### src/rtl/dma_job_scheduler.sv
// ----------------------------------------------------------------------------
// dma_job_scheduler
//
// Shares one dma_design channel among NUM_REQ requesters. A round-robin
// arbiter picks a requester while the FSM is idle. The job is then programmed
// over the register bus in this order: IO_ADDR, MEM_ADDR, then CTRL with the
// start bit. STATUS is polled until the transfer is done or POLL_LIMIT reads
// have been spent. TRANSFER_COUNT is read back, and the granted requester
// gets a one-cycle completion pulse.
//
// Ports
//   clk, rst_n         clock, asynchronous active-low reset
//   req                per-requester level request
//   req_io_addr        NUM_REQ x 32-bit IO address   (slice [32i+31:32i])
//   req_mem_addr       NUM_REQ x 32-bit memory address
//   req_w_count        NUM_REQ x 15-bit word count   (slice [15i+14:15i])
//   req_io_mem         NUM_REQ direction bits
//   gnt                one-hot accept pulse (first programming cycle)
//   done               one-hot completion pulse
//   resp_count         TRANSFER_COUNT readback, held until the next done
//   resp_err           job error flag, held until the next done
//   sched_busy         FSM not idle
//   reg_wr_en/rd_en    register-bus strobes
//   reg_addr/wdata     register-bus address and write data
//   reg_rdata          register-bus read data (one cycle after reg_rd_en)
// ----------------------------------------------------------------------------
module dma_job_scheduler #(
    parameter int NUM_REQ    = 4,
    parameter int POLL_LIMIT = 1024,
    parameter int POLL_GAP   = 4
) (
    input  logic                  clk,
    input  logic                  rst_n,
    input  logic [NUM_REQ-1:0]    req,
    input  logic [NUM_REQ*32-1:0] req_io_addr,
    input  logic [NUM_REQ*32-1:0] req_mem_addr,
    input  logic [NUM_REQ*15-1:0] req_w_count,
    input  logic [NUM_REQ-1:0]    req_io_mem,
    output logic [NUM_REQ-1:0]    gnt,
    output logic [NUM_REQ-1:0]    done,
    output logic [31:0]           resp_count,
    output logic                  resp_err,
    output logic                  sched_busy,
    output logic                  reg_wr_en,
    output logic                  reg_rd_en,
    output logic [31:0]           reg_addr,
    output logic [31:0]           reg_wdata,
    input  logic [31:0]           reg_rdata
);

    localparam int IW = (NUM_REQ > 1) ? $clog2(NUM_REQ) : 1;
    localparam int PW = $clog2(POLL_LIMIT + 1);
    localparam int GW = $clog2(POLL_GAP + 2);

    // Value of poll_cnt_q while checking the final permitted STATUS read
    localparam logic [PW-1:0] POLL_LAST = PW'(POLL_LIMIT - 1);
    localparam logic [GW-1:0] GAP_LAST  = GW'((POLL_GAP > 0) ? POLL_GAP - 1 : 0);

    localparam logic [31:0] ADDR_CTRL   = 32'h0000_0404;
    localparam logic [31:0] ADDR_IO     = 32'h0000_0408;
    localparam logic [31:0] ADDR_MEM    = 32'h0000_040C;
    localparam logic [31:0] ADDR_STATUS = 32'h0000_0414;
    localparam logic [31:0] ADDR_COUNT  = 32'h0000_0418;

    localparam logic [3:0] S_IDLE     = 4'd0;
    localparam logic [3:0] S_WR_IO    = 4'd1;
    localparam logic [3:0] S_WR_MEM   = 4'd2;
    localparam logic [3:0] S_WR_CTRL  = 4'd3;
    localparam logic [3:0] S_SETTLE   = 4'd4;
    localparam logic [3:0] S_POLL_RD  = 4'd5;
    localparam logic [3:0] S_POLL_CHK = 4'd6;
    localparam logic [3:0] S_GAP      = 4'd7;
    localparam logic [3:0] S_CNT_RD   = 4'd8;
    localparam logic [3:0] S_CNT_CHK  = 4'd9;
    localparam logic [3:0] S_RESP     = 4'd10;

    logic [3:0]    state_q, state_d;
    logic [IW-1:0] rr_ptr_q, rr_ptr_d;
    logic [PW-1:0] poll_cnt_q, poll_cnt_d;
    logic [GW-1:0] gap_cnt_q, gap_cnt_d;
    logic [IW-1:0] idx_q, idx_d;
    logic          err_q, err_d;
    logic [31:0]   resp_count_q, resp_count_d;
    logic          resp_err_q, resp_err_d;

    // Job fields captured at grant; only ever observed in bus states
    logic [31:0]   io_addr_q;
    logic [31:0]   mem_addr_q;
    logic [14:0]   w_count_q;
    logic          io_mem_q;

    logic          win_vld;
    logic [IW-1:0] win_idx;
    logic [IW-1:0] rr_next;
    logic [NUM_REQ-1:0] idx_oh;

    // Round-robin pick: first asserted request at or after rr_ptr, wrapping
    always_comb begin
        int            cand;
        logic [IW-1:0] cidx;
        win_vld = 1'b0;
        win_idx = '0;
        cand    = 0;
        cidx    = '0;
        for (int k = 0; k < NUM_REQ; k++) begin
            cand = (int'(rr_ptr_q) + k) % NUM_REQ;
            cidx = IW'(cand);
            if (!win_vld && req[cidx]) begin
                win_vld = 1'b1;
                win_idx = cidx;
            end
        end
        rr_next = (win_idx == IW'(NUM_REQ - 1)) ? '0 : win_idx + IW'(1);
    end

    always_comb begin
        state_d      = state_q;
        rr_ptr_d     = rr_ptr_q;
        poll_cnt_d   = poll_cnt_q;
        gap_cnt_d    = gap_cnt_q;
        idx_d        = idx_q;
        err_d        = err_q;
        resp_count_d = resp_count_q;
        resp_err_d   = resp_err_q;
        case (state_q)
            S_IDLE: begin
                if (win_vld) begin
                    state_d    = S_WR_IO;
                    idx_d      = win_idx;
                    rr_ptr_d   = rr_next;
                    poll_cnt_d = '0;
                    err_d      = 1'b0;
                end
            end
            S_WR_IO:   state_d = S_WR_MEM;
            S_WR_MEM:  state_d = S_WR_CTRL;
            S_WR_CTRL: state_d = S_SETTLE;
            S_SETTLE:  state_d = S_POLL_RD;
            S_POLL_RD: state_d = S_POLL_CHK;
            S_POLL_CHK: begin
                poll_cnt_d = poll_cnt_q + PW'(1);
                // done=1 with busy=0 finishes; bit2 carries the datapath error
                if (reg_rdata[1] && !reg_rdata[0]) begin
                    err_d   = reg_rdata[2];
                    state_d = S_CNT_RD;
                end else if (poll_cnt_q == POLL_LAST) begin
                    err_d   = 1'b1;
                    state_d = S_CNT_RD;
                end else if (POLL_GAP == 0) begin
                    state_d = S_POLL_RD;
                end else begin
                    gap_cnt_d = '0;
                    state_d   = S_GAP;
                end
            end
            S_GAP: begin
                if (gap_cnt_q == GAP_LAST) begin
                    state_d = S_POLL_RD;
                end else begin
                    gap_cnt_d = gap_cnt_q + GW'(1);
                end
            end
            S_CNT_RD: state_d = S_CNT_CHK;
            S_CNT_CHK: begin
                resp_count_d = reg_rdata;
                resp_err_d   = err_q;
                state_d      = S_RESP;
            end
            S_RESP:  state_d = S_IDLE;
            default: state_d = S_IDLE;
        endcase
    end

    always_ff @(posedge clk or negedge rst_n) begin
        if (!rst_n) begin
            state_q      <= S_IDLE;
            rr_ptr_q     <= '0;
            poll_cnt_q   <= '0;
            gap_cnt_q    <= '0;
            idx_q        <= '0;
            err_q        <= 1'b0;
            resp_count_q <= '0;
            resp_err_q   <= 1'b0;
        end else begin
            state_q      <= state_d;
            rr_ptr_q     <= rr_ptr_d;
            poll_cnt_q   <= poll_cnt_d;
            gap_cnt_q    <= gap_cnt_d;
            idx_q        <= idx_d;
            err_q        <= err_d;
            resp_count_q <= resp_count_d;
            resp_err_q   <= resp_err_d;
        end
    end

    always_ff @(posedge clk) begin
        if (state_q == S_IDLE && win_vld) begin
            io_addr_q  <= req_io_addr[32*win_idx +: 32];
            mem_addr_q <= req_mem_addr[32*win_idx +: 32];
            w_count_q  <= req_w_count[15*win_idx +: 15];
            io_mem_q   <= req_io_mem[win_idx];
        end
    end

    for (genvar g = 0; g < NUM_REQ; g++) begin : g_oh
        assign idx_oh[g] = (idx_q == IW'(g));
    end

    // Everything below decodes registered state only, so no input reaches an output
    always_comb begin
        reg_wr_en = 1'b0;
        reg_rd_en = 1'b0;
        reg_addr  = '0;
        reg_wdata = '0;
        case (state_q)
            S_WR_IO: begin
                reg_wr_en = 1'b1;
                reg_addr  = ADDR_IO;
                reg_wdata = io_addr_q;
            end
            S_WR_MEM: begin
                reg_wr_en = 1'b1;
                reg_addr  = ADDR_MEM;
                reg_wdata = mem_addr_q;
            end
            S_WR_CTRL: begin
                reg_wr_en = 1'b1;
                reg_addr  = ADDR_CTRL;
                reg_wdata = {15'h0, io_mem_q, w_count_q, 1'b1};
            end
            S_POLL_RD: begin
                reg_rd_en = 1'b1;
                reg_addr  = ADDR_STATUS;
            end
            S_CNT_RD: begin
                reg_rd_en = 1'b1;
                reg_addr  = ADDR_COUNT;
            end
            default: ;
        endcase
    end

    assign gnt        = (state_q == S_WR_IO) ? idx_oh : '0;
    assign done       = (state_q == S_RESP)  ? idx_oh : '0;
    assign resp_count = resp_count_q;
    assign resp_err   = resp_err_q;
    assign sched_busy = (state_q != S_IDLE);

endmodule
### config.mk
export PLATFORM = sky130hd
export DESIGN_NAME = dma_job_scheduler
export DESIGN_NICKNAME = d
export VERILOG_FILES = /design/src/rtl/dma_job_scheduler.sv
export SDC_FILE = /design/constraint.sdc
export NUM_CORES = 1
export LEC_CHECK = 0
export BUFFER_PORTS_ARGS = -buffer_cell sky130_fd_sc_hd__clkbuf_2
export CAP_MARGIN = 20
export CORE_AREA = 2 2 183 185
export CTS_CLUSTER_SIZE = 12
export DETAILED_ROUTE_END_ITERATION = 12
export DIE_AREA = 0 0 185 187
export GPL_TIMING_DRIVEN = 0
export PLACE_DENSITY = 0.64
export SYNTH_ARGS = -nofsm -noshare
export SYNTH_HDL_FRONTEND = slang
export SYNTH_SLANG_ARGS = --single-unit
export TNS_END_PERCENT = 1
### constraint.sdc
create_clock -name clk -period 2.3 [get_ports clk]
set_input_delay 0.46 -clock clk [delete_from_list [all_inputs] [get_ports clk]]
set_output_delay 0.46 -clock clk [all_outputs]
set_load 0.005 [all_outputs]
==> summary.txt, run 1 <==
Clock network
  – Clk pin slew, worst setup/hold paths: 0.06 ns
  – Clk_lat worst skew: 0.43 ns
  – Clock tree buffer depth: 2
  – H-tree levels: 4
  – Total CTS buffers: 17
  – Hold buffer count at CTS: 0
  – Root buffer cell: clkbuf_16
  – CTS tree: built
  – # clock sinks: 136

Critical path
  – Worst R2R Setup Slack: 0.09 ns
  – Crit Path Class: reg -> out
  – Crit Path Max Fanout: 10
  – CP max stage cell: dfrtp_2
  – CP required: 1.84 ns
  – Crit. End Element: output port
  – Critical Path AT: 1.94 ns
  – Crit-path max cell delay: 0.45 ns
  – Critical path launch point type: register
  – Crit path cell chain: buf_4 -> nor3_4 -> buf_12 -> clkbuf_8 -> a22o_1 -> buf_2

Logic synthesis
  – Netlist cell types: 41
  – Mapped Area: 8280 um2
  – Seq/Total Area, Yosys: 0.460
  – EDFF count, synth: 80
  – Synth Register Bits: 136
  – Post-synth top flop: edfxtp_1
  – Post-Synthesis Cells: 692
  – FFs w/ async S/R, synth: 0.412
  – Syn avg cell area: 12.0 um2
  – Ys Warns: 0

Global route
  – Initial antenna violation count: 3
  – Gr usage total: 0.181
  – Vias in the first global route: 7492
  – Pin count of the biggest net entering global routing: 90
  – First-pass GRT wire length: 45.5 mm
  – Remaining Overflow, GRT: 0

Detailed routing
  – DR pass1 iterations: 4
  – Vias: 7415
  – # DRC: 0
  – Wire per inst: 19.5 um
  – Routed Antenna Nets: 0
  – WL final: 32.3 mm
  – Iter 0 DRT Violations: 328
  – DR vias/cell: 4.47

STA
  – Worst Skew: 0.0162 ns
  – Final hold viol count: 0
  – Final hold slack: 0.0492 ns
  – Setup ws final: -0.101 ns
  – Actual slew at the worst max-slew pin: 0.726 ns
  – Setup violations, final: 32
  – Final worst-path cycle share: 1.04
  – Pins Over Slew Limit: 0
  – RSZ-0062 raised after global routing: yes
  – Rel. slew slack: 0.512
  – Max Fclk: 0.417 GHz
  – Fin crit period: 2.40 ns

Power
  – Max IR drop VDD: 657 uV
  – P_leak: 0.00628 uW
  – PwrDens: 1180 nW/um2

Die
  – Initial Util: 0.252
  – Die width: 185 um
  – Core box area: 32900 um2
  – Die Height: 187 um
  – Num ports: 466
  – Cell Rows: 67
  – Die area: 34600 um2

Final layout
  – Commonest cells after routing, fill and taps aside: clkbuf_2, mux2i_1, edfxtp_1
  – Synthesis-to-finish area growth: 49.3%
  – Fill count: 3308
  – Most common cell after layout, fill and taps aside: clkbuf_2
  – Nets: 1557
  – Layout cells sized above 1: 0.526

Flow run
  – Maxcap violations: 0

Status
  – Violated checks: negative setup slack
  – Outcome: complete, but fails checks

Hold path
  – Hold/Removal Path Class: in -> async

Placed design
  – Post-DP HPWL: 25.3 mm
  – DP Worst Slack: -0.833 ns
  – Count of input and output buffers: 437
  – GP Congestion: 0.807
==> repair_timing <==
action	CTS	global route
cloned	1	3
pin swaps	13	9
resized for setup	81	47
setup buffers	13	3
endpoints found under the setup margin	134	85
==> cell families after synthesis <==
group           count (synthesis)  synth area share
compound gates                 71            0.0606
xor+xnor                        5           0.00529
fa+ha+maj                       4           0.00605
buf+inv                        77            0.0606
flops                         136             0.460
mux                           279             0.343
other cells                     1          0.000453
simple gates                  119            0.0639
==> critical path: cells and delay by family, from the launching register on <==
kind	cells	cell delay (ns)
AO/OA/AOI/OAI	1	0.19
buffers and inverters	4	0.66
flip-flops	1	0.45
AND/OR/NAND/NOR	1	0.23
==> where the power goes <==
group          leakage (uW)  switching [uW]  internal, uW
Clock              0.000278            1210          1490
Sequential          0.00146             471          3830
Combinational       0.00454            4000          3630
==> cells in the mapped netlist (5+ instances only) <==
master | count | area (um2)
nor3_1 | 8 | 40.0
buf_4 | 29 | 218
o21ai_0 | 11 | 55.1
nor2_1 | 31 | 116
nor2b_1 | 5 | 31.3
a22o_1 | 15 | 131
buf_2 | 23 | 115
nand3_1 | 7 | 35.0
a22oi_1 | 16 | 120
a21oi_1 | 6 | 30.0
dfrtp_1 | 56 | 1400
clkbuf_1 | 12 | 45.0
edfxtp_1 | 80 | 2400
nand2_1 | 50 | 188
and3_1 | 5 | 31.3
buf_6 | 10 | 113
mux2i_1 | 242 | 2420
nand2b_1 | 7 | 43.8
o21ai_1 | 7 | 35.0
mux2_2 | 34 | 383
==> routing by layer <==
layer / up-vias / GRT usage / part of all wire
met1: 3532 / 0.193 / 0.37
met3: 27 / 0.0553 / 0.082
li1: 3527 / - / -
met5: - / 0 / 0.00053
met2: 327 / 0.343 / 0.53
met4: 2 / 0.0412 / 0.013
==> sequential cells by signal (all words and copies together), names as in the netlist <==
register    count
io_addr_q      32
err_q           1
resp_err        1
poll_cnt_q     11
resp_count     32
mem_addr_q     32
rr_ptr_q        2
io_mem_q        1
state_q         4
gap_cnt_q       3
w_count_q      15
idx_q           2
==> worst paths after layout <==
kind                          startpoint        endpoint  cells past startpoint
max                           state_q[2]   reg_wdata[30]                      6
min                                rst_n   resp_count[4]                      1
max reg2reg                   state_q[1]     rr_ptr_q[1]                      5
min reg2reg                 gap_cnt_q[0]    gap_cnt_q[0]                      1
max in group asynchronous          rst_n      state_q[2]                      2
min in group clk           reg_rdata[20]  resp_count[20]                      2
==> final cells by class <==
class / count / area, um2 / share of cell area
clock inverter: 13 / 108 / 0.00871
tap: 448 / 561 / 0.0454
buffer: 73 / 681 / 0.0551
inverter: 3 / 11.3 / 0.000911
sequential: 136 / 3810 / 0.308
clock buffer: 19 / 458 / 0.0371
multi-input combinational: 506 / 4260 / 0.345
antenna: 1 / 2.50 / 0.000202
timing repair buffer: 458 / 2470 / 0.200
==> stage by stage <==
stage	util	power (uW)	area [um2]	std cells	TNS, ns
after floorplan	-	8250	8380	719	0
after global placement	0.339	10900	11100	1604	-60.92
after detailed placement	0.340	11000	11200	1606	-47.35
after CTS	0.370	14500	12200	1649	-2.33
after global routing	0.376	15500	12400	1656	-4.86
final	0.376	14600	12400	1657	-1.29
(Power assumes the default switching activity.)
==> run 2: changes to the inputs <==
--- a/config.mk
+++ b/config.mk
@@ -15,2 +15,3 @@
 export PLACE_DENSITY = 0.64
+export RECOVER_POWER = 25
 export SYNTH_ARGS = -nofsm -noshare
==> constraint.sdc (replaced) <==
create_clock -name clk -period 2.3 [get_ports clk]
set_input_delay 0.23 -clock clk [delete_from_list [all_inputs] [get_ports clk]]
set_output_delay 0.23 -clock clk [all_outputs]
set_load 0.005 [all_outputs]
==> summary.txt, run 2 (same netlist as run 1, synthesis figures left out) <==
Status
  – Outcome: completed

Hold path
  – Hold_sp: reg_rdata[20]
  – Worst hold path depth: 2
  – Hold/Removal Path Class: in -> reg
  – Hold Crit Endpoint: resp_count[20]

STA
  – Final TNS setup: 0 ns (+1.29 ns)
  – Final hold slack: 0.0405 ns (-0.00870 ns)
  – Worst Skew: 0.0122 ns (-0.00397 ns)
  – Final worst-path cycle share: 0.970 (-0.0736)
  – Setup violations, final: 0 (-100%)
  – Fin crit period: 2.23 ns (-0.169 ns)
  – Final hold viol count: 0 (unchanged)
  – Actual slew at the worst max-slew pin: 1.28 ns (+0.555 ns)
  – Rel. slew slack: 0.146 (-0.366)
  – Pins Over Slew Limit: 0 (unchanged)
  – Setup ws final: 0.0683 ns (+0.169 ns)
  – Max Fclk: 0.448 GHz (+7.6%)
  – RSZ-0062 raised after global routing: yes

Power
  – Total power: 14100 uW (-3.9%)
  – Max IR drop VDD: 521 uV (-21%)
  – P_leak: 0.00606 uW (-3.4%)
  – PwrDens: 1170 nW/um2 (-1.2%)

Final layout
  – Final instance area: 12000 um2 (-2.7%)
  – Layout cells sized above 1: 0.492 (-0.0344)
  – Commonest cells after routing, fill and taps aside: clkbuf_2, mux2i_1, edfxtp_1
  – Nets: 1550 (-0.45%)
  – Synthesis-to-finish area growth: 45.3%
  – Most common cell after layout, fill and taps aside: clkbuf_2

Critical path
  – RR Endpoint: rr_ptr_q[1]
  – Worst r2r src: rr_ptr_q[1]
  – Critical Path AT: 2.00 ns (+0.06 ns)
  – Reg2reg path depth: 8 (+3)
  – Crit Path Class: reg -> out
  – Crit. End Element: output port
  – Worst R2R Setup Slack: 0.11 ns (+0.02 ns)
  – Critical path launch point type: register
  – Crit Path Max Fanout: 10 (unchanged)
  – CP required: 2.07 ns (+0.23 ns)

Detailed routing
  – WL final: 32.1 mm (-0.50%)
  – DR vias/cell: 4.48 (about the same)
  – Iter 0 DRT Violations: 353 (+7.6%)
  – Wire per inst: 19.5 um (about the same)
  – # DRC: 0 (unchanged)
  – Routed Antenna Nets: 0 (unchanged)
  – Vias: 7384 (-0.42%)
  – DR pass1 iterations: 5 (+1)

Die
  – Die Height: 187 um (unchanged)
  – Num ports: 466 (unchanged)
  – Die width: 185 um (unchanged)
  – Cell Rows: 67 (unchanged)
  – Core box area: 32900 um2 (unchanged)
  – Die area: 34600 um2 (unchanged)
  – Initial Util: 0.252 (unchanged)

Clock network
  – Clock tree buffer depth: 2 (unchanged)
  – Clk_lat worst skew: 0.42 ns (about the same)
  – H-tree levels: 4 (unchanged)
  – # clock sinks: 136 (unchanged)
  – CTS tree: built
  – Root buffer cell: clkbuf_16
  – Total CTS buffers: 17 (unchanged)
  – Clk pin slew, worst setup/hold paths: 0.07 ns (about the same)

Global route
  – Pin count of the biggest net entering global routing: 46 (-49%)
  – Initial antenna violation count: 3 (unchanged)
  – Vias in the first global route: 7443 (-0.65%)
  – First-pass GRT wire length: 45.5 mm (about the same)
  – Gr usage total: 0.181 (+0.000371)
  – Remaining Overflow, GRT: 0 (unchanged)

Placed design
  – Placed instance area: 11200 um2 (unchanged)
  – Post-DP HPWL: 25.3 mm (unchanged)
  – GP Congestion: 0.807 (unchanged)
  – DP Worst Slack: -0.603 ns (+0.230 ns)
  – Count of input and output buffers: 437 (unchanged)

Flow run
  – Maxcap violations: 0 (unchanged)
==> run 2: cell count changes in the layout (fill, tap and decap cells not counted), moves of 3 or more <==
cell	before	now
nand2_4	8	0
clkbuf_2	426	420
clkbuf_1	1	21
buf_6	20	17
buf_4	44	38
clkbuf_8	4	1
clkbuf_16	24	19
buf_12	6	3
buf_8	1	4
buf_2	21	16
nand2_1	36	44
==> run 2: timing repair <==
item,CTS,global route
hold buffers,1,0
resized for setup,48,27
pin swaps,3,3
hold endpoints to repair,23,0
gates cloned,1,2
endpoints found under the setup margin,125,78
buffers inserted,5,2
==> run 2: worst max-delay path by stage <==
stage / startpoint / to / slack [ns] / cells after the start
finish: state_q[0] / reg_wdata[30] / 0.07 / 6
global route: state_q[0] / reg_wdata[16] / -0.02 / 7
global placement: state_q[2] / reg_wdata[15] / -1.08 / 6
CTS: state_q[0] / reg_wdata[6] / -0.03 / 7
detailed placement: state_q[0] / reg_wdata[16] / -0.60 / 6
floorplan: state_q[3] / idx_q[0] / 0.10 / 6
==> run 2: layout make-up <==
cell class,count,area [um2]
Tap cell,448,561
Antenna cell,1,2.50
Inverter,3,11.3
Fill cell,3359,20800
Sequential cell,136,3810
Buffer,74,609
Timing Repair Buffer,450,2310
Clock buffer,19,458
Multi-Input combinational cell,506,4160
Clock inverter,13,108
==> run 2: worst max-delay path, stage by stage (launching register included) <==
cell,delay (ns)
dfrtp_1,0.43
nand2b_4,0.19
nor3_4,0.26
buf_12,0.16
clkbuf_8,0.20
a22o_1,0.19
clkbuf_2,0.13
==> run 2: per-layer routing <==
layer  vias up  GRT usage  wire length [um]
li1       3510          -                 -
met1      3512      0.194             12000
met2       333      0.342             17100
met3        27     0.0555              2560
met4         2     0.0418               424
met5         -          0                17
==> run 2: stage by stage <==
stage               instances   util
finish                   1650  0.366
global route             1649  0.366
CTS                      1645  0.364
detailed placement       1606  0.340
global placement         1604  0.339
floorplan                 719      -
==> run 2: power by group <==
| part | total [uW] | switching, uW | internal (uW) |
|---|---|---|---|
| logic | 7120 | 3900 | 3220 |
| clock network | 2690 | 1200 | 1490 |
| registers | 4250 | 430 | 3820 |
==> run 3: changes to the inputs <==
Clock period 2.3 ns to 1.8 ns, I/O delays scaled along.
==> summary.txt, run 3 (same netlist as run 1, synthesis figures left out) <==
Status
  – Outcome: complete, but fails checks
  – Violated checks: negative setup slack

Clock network
  – H-tree levels: 4 (unchanged)
  – Total CTS buffers: 17 (unchanged)
  – CTS tree: built
  – # clock sinks: 136 (unchanged)
  – Clk pin slew, worst setup/hold paths: 0.06 ns (about the same)
  – Root buffer cell: clkbuf_16
  – Clock tree buffer depth: 2 (unchanged)
  – Clk_lat worst skew: 0.42 ns (about the same)

Critical path
  – Crit Path Class: reg -> out
  – Number of buffers and inverters on the critical path: 4 (+1)
  – Crit path cell chain: buf_6 -> nand2_4 -> nor3_4 -> buf_6 -> buf_12 -> a22oi_2 -> nand2_1 -> buf_2
  – Critical path launch point type: register
  – CP required: 1.62 ns (-0.45 ns)
  – Critical Path AT: 2.02 ns (+0.02 ns)
  – Crit. End Element: output port
  – Most used cell, CP: buf_6
  – Crit-path max cell delay: 0.46 ns (+0.03 ns)
  – CP top delay family: buffers and inverters
  – CP max stage cell: dfrtp_2
  – Crit Path Max Fanout: 5 (-5)

STA
  – Final hold slack: 0.0314 ns (-0.00913 ns)
  – Final hold viol count: 0 (unchanged)
  – Setup violations, final: 219 (+219)
  – Pins Over Slew Limit: 0 (unchanged)
  – Setup ws final: -0.397 ns (-0.465 ns)
  – Worst Skew: 0.0161 ns (+0.00391 ns)
  – Actual slew at the worst max-slew pin: 1.30 ns (+0.0211 ns)
  – Final worst-path cycle share: 1.22
  – Max Fclk: 0.455 GHz
  – Fin crit period: 2.20 ns
  – Rel. slew slack: 0.132 (-0.0140)
  – RSZ-0062 raised after global routing: yes

Global route
  – Gr usage total: 0.186 (+0.00511)
  – Pin count of the biggest net entering global routing: 90 (+96%)
  – First-pass GRT wire length: 47.1 mm (+3.4%)
  – Vias in the first global route: 7849 (+5.5%)
  – Initial antenna violation count: 3 (unchanged)
  – Remaining Overflow, GRT: 0 (unchanged)

Flow run
  – Maxcap violations: 0 (unchanged)

Detailed routing
  – Routed Antenna Nets: 0 (unchanged)
  – Vias: 7534 (+2.0%)
  – Wire per inst: 19.7 um (+1.1%)
  – DR pass1 iterations: 4 (-1)
  – # DRC: 0 (unchanged)
  – Iter 0 DRT Violations: 391 (+11%)
  – WL final: 33.5 mm (+4.2%)
  – DR vias/cell: 4.43 (-1.0%)

Final layout
  – Commonest cells after routing, fill and taps aside: clkbuf_2, mux2i_1, edfxtp_1
  – Synthesis-to-finish area growth: 57.0%
  – Final instance area: 13000 um2 (+8.1%)
  – Nets: 1600 (+3.2%)
  – Most common cell after layout, fill and taps aside: clkbuf_2
  – Layout cells sized above 1: 0.537 (+0.0447)

Placed design
  – Post-DP HPWL: 24.9 mm (-1.5%)
  – Count of input and output buffers: 437 (unchanged)
  – Placed instance area: 11200 um2 (+0.39%)
  – GP Congestion: 0.812 (+0.58%)

Power
  – P_leak: 0.00646 uW (+6.6%)
  – Max IR drop VDD: 589 uV (+13%)
  – PwrDens: 1500 nW/um2 (+29%)

Die
  – Die Height: 187 um (unchanged)
  – Die area: 34600 um2 (unchanged)
  – Die width: 185 um (unchanged)
  – Num ports: 466 (unchanged)
  – Cell Rows: 67 (unchanged)
  – Core box area: 32900 um2 (unchanged)
  – Initial Util: 0.252 (unchanged)

Hold path
  – Hold/Removal Path Class: in -> reg
## run 3: cell count changes in the layout (fill, tap and decap cells not counted), sizes merged
cell	change
inv	-1
clkbuf	+2
diode	+2
dlygate4sd3	+27
buf	+20
bufinv	+1
## run 3: area by class of cell
class	instances	area [um2]
Multi-Input combinational cell	506	4380
Fill cell	3223	19900
Clock buffer	18	429
Tap cell	448	561
Buffer	74	803
Timing Repair Buffer	500	2890
Sequential cell	136	3810
Inverter	3	11.3
Antenna cell	3	7.51
Clock inverter	13	119
## run 3: per-layer routing
layer | up-vias | GRT usage | routed length [um]
li1 | 3628 | - | -
met4 | 0 | 0.0388 | 304
met3 | 18 | 0.0419 | 2100
met2 | 335 | 0.357 | 18100
met1 | 3553 | 0.207 | 13000
met5 | - | 0 | 0
## run 3: power by group
| part | total (uW) | switching [uW] | internal (uW) |
|---|---|---|---|
| combinational | 10700 | 5480 | 5230 |
| sequential | 5450 | 576 | 4880 |
| clock | 3390 | 1480 | 1910 |
| total | 19600 | 7530 | 12000 |
## run 3: worst paths after layout
check,end,slack (ns),depth (start not counted),start
max,reg_wdata[16],-0.40,8,state_q[1]
min,resp_count[1],0.03,2,reg_rdata[1]
max reg2reg,mem_addr_q[25],-0.27,5,state_q[1]
min reg2reg,resp_count[17],0.50,1,resp_count[17]
max in group asynchronous,state_q[1],0.24,3,rst_n
min in group asynchronous,poll_cnt_q[1],0.59,2,rst_n
## run 3: per-stage QoR
stage	instances	power (uW)	setup TNS, ns	util	worst slack, ns
4_1_cts	1684	19200	-48.58	0.387	-0.385
2_1_floorplan	719	10700	-4.24	-	-0.143
6_report	1701	19600	-38.49	0.396	-0.397
3_5_place_dp	1606	14200	-79.81	0.341	-1.22
5_1_grt	1700	20700	-55.91	0.395	-0.406
3_3_place_gp	1604	14100	-85.61	0.340	-1.26
## run 3: what timing repair did
action                     CTS  global route
cloned                       2             3
setup endpoints to repair  251           238
pin swaps                   31             9
hold buffers                26             2
buffers inserted            20             9
hold endpoints to repair    47             2
resized for setup          132            46
## run 3: worst register-to-register path, cell delays in order, from the launching register on
cell      delay (ns)
dfrtp_2         0.46
or4_1           0.52
clkbuf_8        0.18
nor2_4          0.18
buf_12          0.15
buf_16          0.24
